**src/rtl/syrk_pkg.sv**
```systemverilog
// Shared types and constants for the SYRK operand stream transmitter.
package syrk_pkg;

    localparam int unsigned N_DEF  = 100;
    localparam int unsigned DW_DEF = 32;

    localparam logic SEL_A = 1'b0;
    localparam logic SEL_C = 1'b1;

    typedef enum logic [2:0] {
        IDLE,
        HDR_ALPHA,
        HDR_BETA,
        LOAD_A,
        LOAD_C,
        DRAIN
    } state_t;

endpackage

```
**src/rtl/syrk_skid_fifo.sv**
```systemverilog
// Two-entry output buffer; head entry is presented directly on dout.
module syrk_skid_fifo #(
    parameter int unsigned DW = 32
) (
    input  logic          clk,
    input  logic          rst,
    input  logic          push,
    input  logic [DW-1:0] din,
    input  logic          pop,
    output logic [DW-1:0] dout,
    output logic          full,
    output logic          empty,
    output logic [1:0]    count
);

    logic [DW-1:0] mem [2];
    logic          wr_ptr;
    logic          rd_ptr;
    logic [1:0]    cnt;
    logic          do_push;
    logic          do_pop;

    // A push into a full buffer is only legal when the head leaves in the same cycle
    assign do_push = push && (!full || pop);
    assign do_pop  = pop && !empty;

    always_ff @(posedge clk or negedge rst) begin
        if (!rst) begin
            mem[0] <= '0;
            mem[1] <= '0;
            wr_ptr <= 1'b0;
            rd_ptr <= 1'b0;
            cnt    <= 2'd0;
        end else begin
            if (do_push) begin
                mem[wr_ptr] <= din;
                wr_ptr      <= ~wr_ptr;
            end
            if (do_pop) begin
                rd_ptr <= ~rd_ptr;
            end
            cnt <= cnt + 2'(do_push) - 2'(do_pop);
        end
    end

    assign dout  = mem[rd_ptr];
    assign full  = (cnt == 2'd2);
    assign empty = (cnt == 2'd0);
    assign count = cnt;

endmodule

```
**src/rtl/syrk_stream_tx.sv**
```systemverilog
// Emits alpha, beta, A and C (row-major) as one word stream to the SYRK core,
// reading operands from memory under a two-word credit limit.
module syrk_stream_tx
    import syrk_pkg::*;
#(
    parameter  int unsigned N  = N_DEF,
    parameter  int unsigned DW = DW_DEF,
    localparam int unsigned AW = $clog2(N * N)
) (
    input  logic          clk,
    input  logic          rst,
    input  logic          start,
    input  logic [DW-1:0] alpha,
    input  logic [DW-1:0] beta,
    output logic          rd_en,
    output logic          rd_sel,
    output logic [AW-1:0] rd_addr,
    input  logic [DW-1:0] rd_data,
    output logic [DW-1:0] dout,
    output logic          dout_valid,
    input  logic          dout_ready,
    output logic          busy,
    output logic          done
);

    localparam int unsigned   IW   = $clog2(N);
    localparam logic [IW-1:0] LAST = IW'(N - 1);

    state_t        state;
    state_t        state_nxt;
    logic [IW-1:0] row;
    logic [IW-1:0] col;
    logic [IW-1:0] row_nxt;
    logic [IW-1:0] col_nxt;
    logic [DW-1:0] alpha_q;
    logic [DW-1:0] beta_q;
    logic          rd_pend;
    logic          accept;
    logic          done_nxt;
    logic          hdr_push;
    logic [DW-1:0] hdr_data;

    logic          fifo_push;
    logic          fifo_pop;
    logic          fifo_full;
    logic          fifo_empty;
    logic [1:0]    fifo_cnt;
    logic [DW-1:0] fifo_din;
    logic          space;
    logic [2:0]    occ_eff;

    assign fifo_pop  = !fifo_empty && dout_ready;
    assign space     = !fifo_full || fifo_pop;
    // Occupancy once this cycle's pop has been accounted for
    assign occ_eff   = 3'(fifo_cnt) - 3'(fifo_pop);
    assign fifo_push = hdr_push || rd_pend;
    assign fifo_din  = hdr_push ? hdr_data : rd_data;

    always_ff @(posedge clk or negedge rst) begin
        if (!rst) begin
            state   <= IDLE;
            row     <= '0;
            col     <= '0;
            alpha_q <= '0;
            beta_q  <= '0;
            rd_pend <= 1'b0;
            busy    <= 1'b0;
            done    <= 1'b0;
        end else begin
            state   <= state_nxt;
            row     <= row_nxt;
            col     <= col_nxt;
            rd_pend <= rd_en;
            busy    <= (state_nxt != IDLE);
            done    <= done_nxt;
            if (accept) begin
                alpha_q <= alpha;
                beta_q  <= beta;
            end
        end
    end

    // First A read is issued alongside beta so A[0] follows beta with no bubble
    always_comb begin
        state_nxt = state;
        row_nxt   = row;
        col_nxt   = col;
        accept    = 1'b0;
        done_nxt  = 1'b0;
        hdr_push  = 1'b0;
        hdr_data  = alpha_q;
        rd_en     = 1'b0;

        case (state)
            IDLE: begin
                if (start && !done) begin
                    accept    = 1'b1;
                    row_nxt   = '0;
                    col_nxt   = '0;
                    state_nxt = HDR_ALPHA;
                end
            end
            HDR_ALPHA: begin
                if (space) begin
                    hdr_push  = 1'b1;
                    state_nxt = HDR_BETA;
                end
            end
            HDR_BETA: begin
                if (space) begin
                    hdr_push  = 1'b1;
                    hdr_data  = beta_q;
                    rd_en     = (occ_eff + 3'd1) < 3'd2;
                    state_nxt = LOAD_A;
                end
            end
            LOAD_A, LOAD_C: begin
                rd_en = (occ_eff + 3'(rd_pend)) < 3'd2;
            end
            DRAIN: begin
                if (!rd_pend && occ_eff == 3'd0) begin
                    done_nxt  = 1'b1;
                    state_nxt = IDLE;
                end
            end
            default: state_nxt = IDLE;
        endcase

        if (rd_en) begin
            if (col == LAST) begin
                col_nxt = '0;
                if (row == LAST) begin
                    row_nxt   = '0;
                    state_nxt = (state == LOAD_A) ? LOAD_C : DRAIN;
                end else begin
                    row_nxt = row + IW'(1);
                end
            end else begin
                col_nxt = col + IW'(1);
            end
        end
    end

    assign rd_sel     = (state == LOAD_C) ? SEL_C : SEL_A;
    assign rd_addr    = AW'(row) * AW'(N) + AW'(col);
    assign dout_valid = !fifo_empty;

    syrk_skid_fifo #(
        .DW(DW)
    ) u_fifo (
        .clk   (clk),
        .rst   (rst),
        .push  (fifo_push),
        .din   (fifo_din),
        .pop   (fifo_pop),
        .dout  (dout),
        .full  (fifo_full),
        .empty (fifo_empty),
        .count (fifo_cnt)
    );

endmodule
```
**config.mk**
```make
export PLATFORM = sky130hd
export DESIGN_NAME = syrk_stream_tx
export DESIGN_NICKNAME = d
export VERILOG_FILES = /design/src/rtl/syrk_pkg.sv /design/src/rtl/syrk_skid_fifo.sv /design/src/rtl/syrk_stream_tx.sv
export SDC_FILE = /design/constraint.sdc
export NUM_CORES = 1
export LEC_CHECK = 0
export ABC_AREA = 1
export CAP_MARGIN = 10
export CORE_AREA = 5 5 161 163
export CTS_CLUSTER_SIZE = 16
export DETAILED_ROUTE_END_ITERATION = 7
export DIE_AREA = 0 0 166 168
export GPL_TIMING_DRIVEN = 0
export SLEW_MARGIN = 10
export SYNTH_ARGS = -nofsm -noshare
export SYNTH_HDL_FRONTEND = slang
export SYNTH_SLANG_ARGS = --single-unit
export TNS_END_PERCENT = 50
```
**constraint.sdc**
```tcl
create_clock -name clk -period 10.5 [get_ports clk]
set_input_delay 2.625 -clock clk [delete_from_list [all_inputs] [get_ports clk]]
set_output_delay 2.625 -clock clk [all_outputs]
set_load 0.05 [all_outputs]
```
==> load_flow_metrics.sql <==
INSERT INTO impl_metrics (metric_group, metric, value, unit) VALUES
('run_status', 'run_status', 'completed', ''),
('timing', 'finalHoldViolations', '0', ''),
('power_and_ir_drop', 'power_frac_seq', '0.290', ''),
('final_layout', 'final_layout_size_suffix_gt1_frac', '0.128', ''),
('floorplanning', 'die_width', '166', 'um'),
('critical_path', 'critical_path_class', 'in2out', ''),
('yosys', 'yosys-top-cells-count', 'sky130_fd_sc_hd__nand2_1 (233), sky130_fd_sc_hd__dfrtp_1 (152), sky130_fd_sc_hd__inv_1 (113), sky130_fd_sc_hd__nand3_1 (95), sky130_fd_sc_hd__o21ai_0 (65)', ''),
('timing', 'timing_worst_slew_pin_value', '631', 'ps'),
('critical_path', 'crit_arrival', '5340', 'ps'),
('clocking', 'cts_max_level', '4', ''),
('timing', 'fin_crit_sh', '0.758', ''),
('final_layout', 'insertedDiodeCount', '0', ''),
('power_and_ir_drop', 'power.switching_fraction', '0.448', ''),
('clocking', 'cts_resized', '0', ''),
('critical_path', 'worst_ep_required_time', '7880', 'ps'),
('clocking', 'clock_insertion_delay_worst_skew', '430', 'ps'),
('power_and_ir_drop', 'irDropWorstVdd', '0.257', 'mV'),
('timing', 'final.setup.tns', '0', 'ps'),
('global_route', 'grt_pass1_vias', '7023', ''),
('critical_path', 'setup.worst_path.end_class', 'output pin', ''),
('yosys', 'synth.net_count', '1123', ''),
('detailed_routing', 'drcViolationCount', '0', ''),
('timing', 'maxClockFrequency', '126', 'MHz'),
('global_route', 'grt_max_degree', '107', ''),
('global_route', 'globalRouteMet2Util', '0.259', ''),
('clocking', 'cts.repair_timing.setup_buffer_count', '0', ''),
('detailed_routing', 'detailroute.via_count', '7087', ''),
('yosys', 'syn_area_per_cell', '8.52', 'um2'),
('floorplanning', 'die_area', '27900', 'um2'),
('power_and_ir_drop', 'total_switching_power', '0.00124', 'W'),
('detailed_routing', 'ant_nets', '0', ''),
('timing', 'final_max_slew_viol_count', '0', ''),
('clocking', 'cts_buffer_depth', '2', ''),
('clocking', 'tritoncts', 'built', ''),
('floorplanning', 'core_area', '24200', 'um2'),
('critical_path', 'critical_path.startpoint_type', 'input pin', ''),
('power_and_ir_drop', 'p_comb_frac', '0.495', ''),
('power_and_ir_drop', 'p_per_area', '254', 'nW/um2'),
('yosys', 'netlist_top_cells_area', 'sky130_fd_sc_hd__dfrtp_1 (46%), sky130_fd_sc_hd__nand2_1 (10%), sky130_fd_sc_hd__ha_1 (6.0%), sky130_fd_sc_hd__mux2_2 (5.9%), sky130_fd_sc_hd__nand3_1 (5.7%)', ''),
('yosys', 'synthesis.instances', '980', ''),
('min_path', 'tightest_hold_check_type', 'reg2reg', ''),
('yosys', 'synth.ff_latch_count', '152', ''),
('yosys', 'yosys.cell_count.top_type', 'sky130_fd_sc_hd__nand2_1', ''),
('yosys', 'yosys.area.top_type_share', '0.455', ''),
('critical_path', 'cp_max_fo', '11', ''),
('place', 'dpl_wire_length', '16900', 'um'),
('job', 'maxCapViolations', '0', ''),
('timing', 'period_minus_slack', '7960', 'ps'),
('timing', 'timing.final.setup_violations', '0', ''),
('clocking', 'total_of_hold_buffers_inserted_after_clock_tree_synthesis', '0', ''),
('global_route', 'global_route_wire_length_before_repair', '37300', 'um'),
('timing', 'relSlewSlack', '0.580', ''),
('global_route', 'use_met1', '0.237', ''),
('clocking', 'cts_sinks', '152', ''),
('detailed_routing', 'vias_per_cell', '4.77', ''),
('place', 'port-buffer-count', '150', ''),
('timing', 'hold-worst-slack', '478', 'ps'),
('floorplanning', 'initial_core_util', '0.345', ''),
('power_and_ir_drop', 'total_leakage_power', '5.32', 'nW'),
('global_route', 'grt_use_total', '0.166', ''),
('final_layout', 'area_growth_syn_to_layout', '30.0', '%'),
('final_layout', 'final_nets', '1293', ''),
('global_route', 'grt.busiest_layer', 'met2', ''),
('timing', 'clock-skew-final', '13.3', 'ps'),
('yosys', 'synth-seq-area-share', '0.455', ''),
('place', 'place.detailed.instances', '1455', ''),
('yosys', 'synth_top_area_cell', 'sky130_fd_sc_hd__dfrtp_1', ''),
('global_route', 'grt_use_met3', '0.0413', ''),
('detailed_routing', 'number_of_optimization_iterations_in_the_first_detailed_route_pass', '5', ''),
('global_route', 'grt_antenna_before_repair', '2', ''),
('place', 'finalWeightedCongestion', '0.790', '');
flip-flops by register name (all words and copies together), names as in the netlist:
register and flops:
u_fifo.mem 64, alpha_q 32, beta_q 32, col 7, row 7, state 3, u_fifo.count 2, busy 1
done 1, rd_pend 1, u_fifo.rd_ptr 1, u_fifo.wr_ptr 1
critical path, cell delays in order:
cell and delay [ps]:
sky130_fd_sc_hd__clkdlybuf4s50_1 460, sky130_fd_sc_hd__nand2_1 130, sky130_fd_sc_hd__inv_1 60, sky130_fd_sc_hd__nand2_1 50, sky130_fd_sc_hd__inv_1 40, sky130_fd_sc_hd__ha_1 280, sky130_fd_sc_hd__inv_1 70, sky130_fd_sc_hd__ha_1 280
sky130_fd_sc_hd__a21oi_1 110, sky130_fd_sc_hd__o211ai_1 140, sky130_fd_sc_hd__nand2_2 120, sky130_fd_sc_hd__buf_6 150, sky130_fd_sc_hd__clkdlybuf4s50_1 810
power groups by stage:
stage / Sequential, W / Clock, W / Combinational [W]
2_1_floorplan: 0.000793 / 0 / 0.000922
3_3_place_gp: 0.000808 / 0 / 0.00135
3_5_place_dp: 0.000809 / 0 / 0.00137
4_1_cts: 0.000800 / 0.000603 / 0.00138
5_1_grt: 0.000816 / 0.000629 / 0.00148
6_report: 0.000801 / 0.000593 / 0.00136
per-layer routing:
metal	part of all wire	vias up	routed length, um
met3	0.047	14	1100
met1	0.49	3358	11500
met2	0.45	181	10500
met4	0.0078	4	181
li1	-	3530	-
met5	0.0012	-	27
final timing paths:
kind                                            startpoint                          to  slack [ps]  cells past startpoint
min in group asynchronous                              rst       beta_q[5]$_DFFE_PN0P_        2080                      1
worst max register to register   u_fifo.count[1]$_DFF_PN0_            row[2]$_DFF_PN0_        8100                     16
worst min register to register  u_fifo.mem[28]$_DFFE_PN0P_  u_fifo.mem[28]$_DFFE_PN0P_         480                      2
max in group asynchronous                              rst      alpha_q[0]$_DFFE_PN0P_        7530                      2
worst max-delay path                            dout_ready                       rd_en        2540                     13
worst min-delay path            u_fifo.mem[28]$_DFFE_PN0P_  u_fifo.mem[28]$_DFFE_PN0P_         480                      2
cell usage in the layout (no fill, tap or decap), types with 2 or more instances in the layout:
cell type / instances
sky130_fd_sc_hd__nor2_1: 39
sky130_fd_sc_hd__nor2_8: 2
sky130_fd_sc_hd__buf_6: 3
sky130_fd_sc_hd__inv_2: 2
sky130_fd_sc_hd__clkbuf_8: 3
sky130_fd_sc_hd__nand3_1: 95
sky130_fd_sc_hd__buf_2: 20
sky130_fd_sc_hd__clkinvlp_4: 5
sky130_fd_sc_hd__xor2_1: 12
sky130_fd_sc_hd__a21oi_1: 28
sky130_fd_sc_hd__xnor2_1: 7
sky130_fd_sc_hd__fa_1: 3
sky130_fd_sc_hd__nor3_1: 4
sky130_fd_sc_hd__clkbuf_1: 14
sky130_fd_sc_hd__mux2_2: 44
sky130_fd_sc_hd__o211ai_1: 21
sky130_fd_sc_hd__o21ai_0: 65
sky130_fd_sc_hd__dfrtp_1: 152
sky130_fd_sc_hd__a31oi_1: 3
sky130_fd_sc_hd__ha_1: 40
sky130_fd_sc_hd__inv_1: 113
sky130_fd_sc_hd__o22ai_1: 5
sky130_fd_sc_hd__clkbuf_16: 17
sky130_fd_sc_hd__nand2_2: 2
sky130_fd_sc_hd__o21ai_1: 16
sky130_fd_sc_hd__clkinv_1: 2
sky130_fd_sc_hd__nand2_1: 233
sky130_fd_sc_hd__nand4_1: 8
sky130_fd_sc_hd__buf_4: 6
sky130_fd_sc_hd__clkdlybuf4s50_1: 149
sky130_fd_sc_hd__or2_2: 31
sky130_fd_sc_hd__clkbuf_2: 2
sky130_fd_sc_hd__clkinv_2: 4
kinds of logic (layout without fill, tap and decap cells):
family,Yosys count,in the layout,synth area share
AND/OR/NAND/NOR,419,419,0.223
AO/OA/AOI/OAI,141,141,0.0941
buffers and inverters,162,345,0.0815
flip-flops,152,152,0.455
adder cells (fa/ha/maj),43,43,0.0671
multiplexers,44,44,0.0593
XOR/XNOR,19,19,0.0199
metrics by stage:
step | setup slack (ps) | instance area, um2 | util | power (W)
6_report | 2540 | 10900 | 0.449 | 0.00276
3_5_place_dp | 2520 | 10300 | 0.426 | 0.00218
2_1_floorplan | 3900 | 8350 | - | 0.00172
5_1_grt | 2340 | 10900 | 0.449 | 0.00292
4_1_cts | 2510 | 10900 | 0.449 | 0.00278
3_3_place_gp | 348 | 10300 | 0.424 | 0.00216
final cells by class:
class | count | area [um2]
repair buffers | 151 | 1530
fillers | 2397 | 13300
clock buffers | 21 | 470
well taps | 324 | 405
inverters | 117 | 439
plain buffers | 45 | 241
multi-input cells | 666 | 3870
clock inverters | 11 | 96.3
flip-flops and latches | 152 | 3800
No activity file was read; power rests on OpenSTA's default activity.
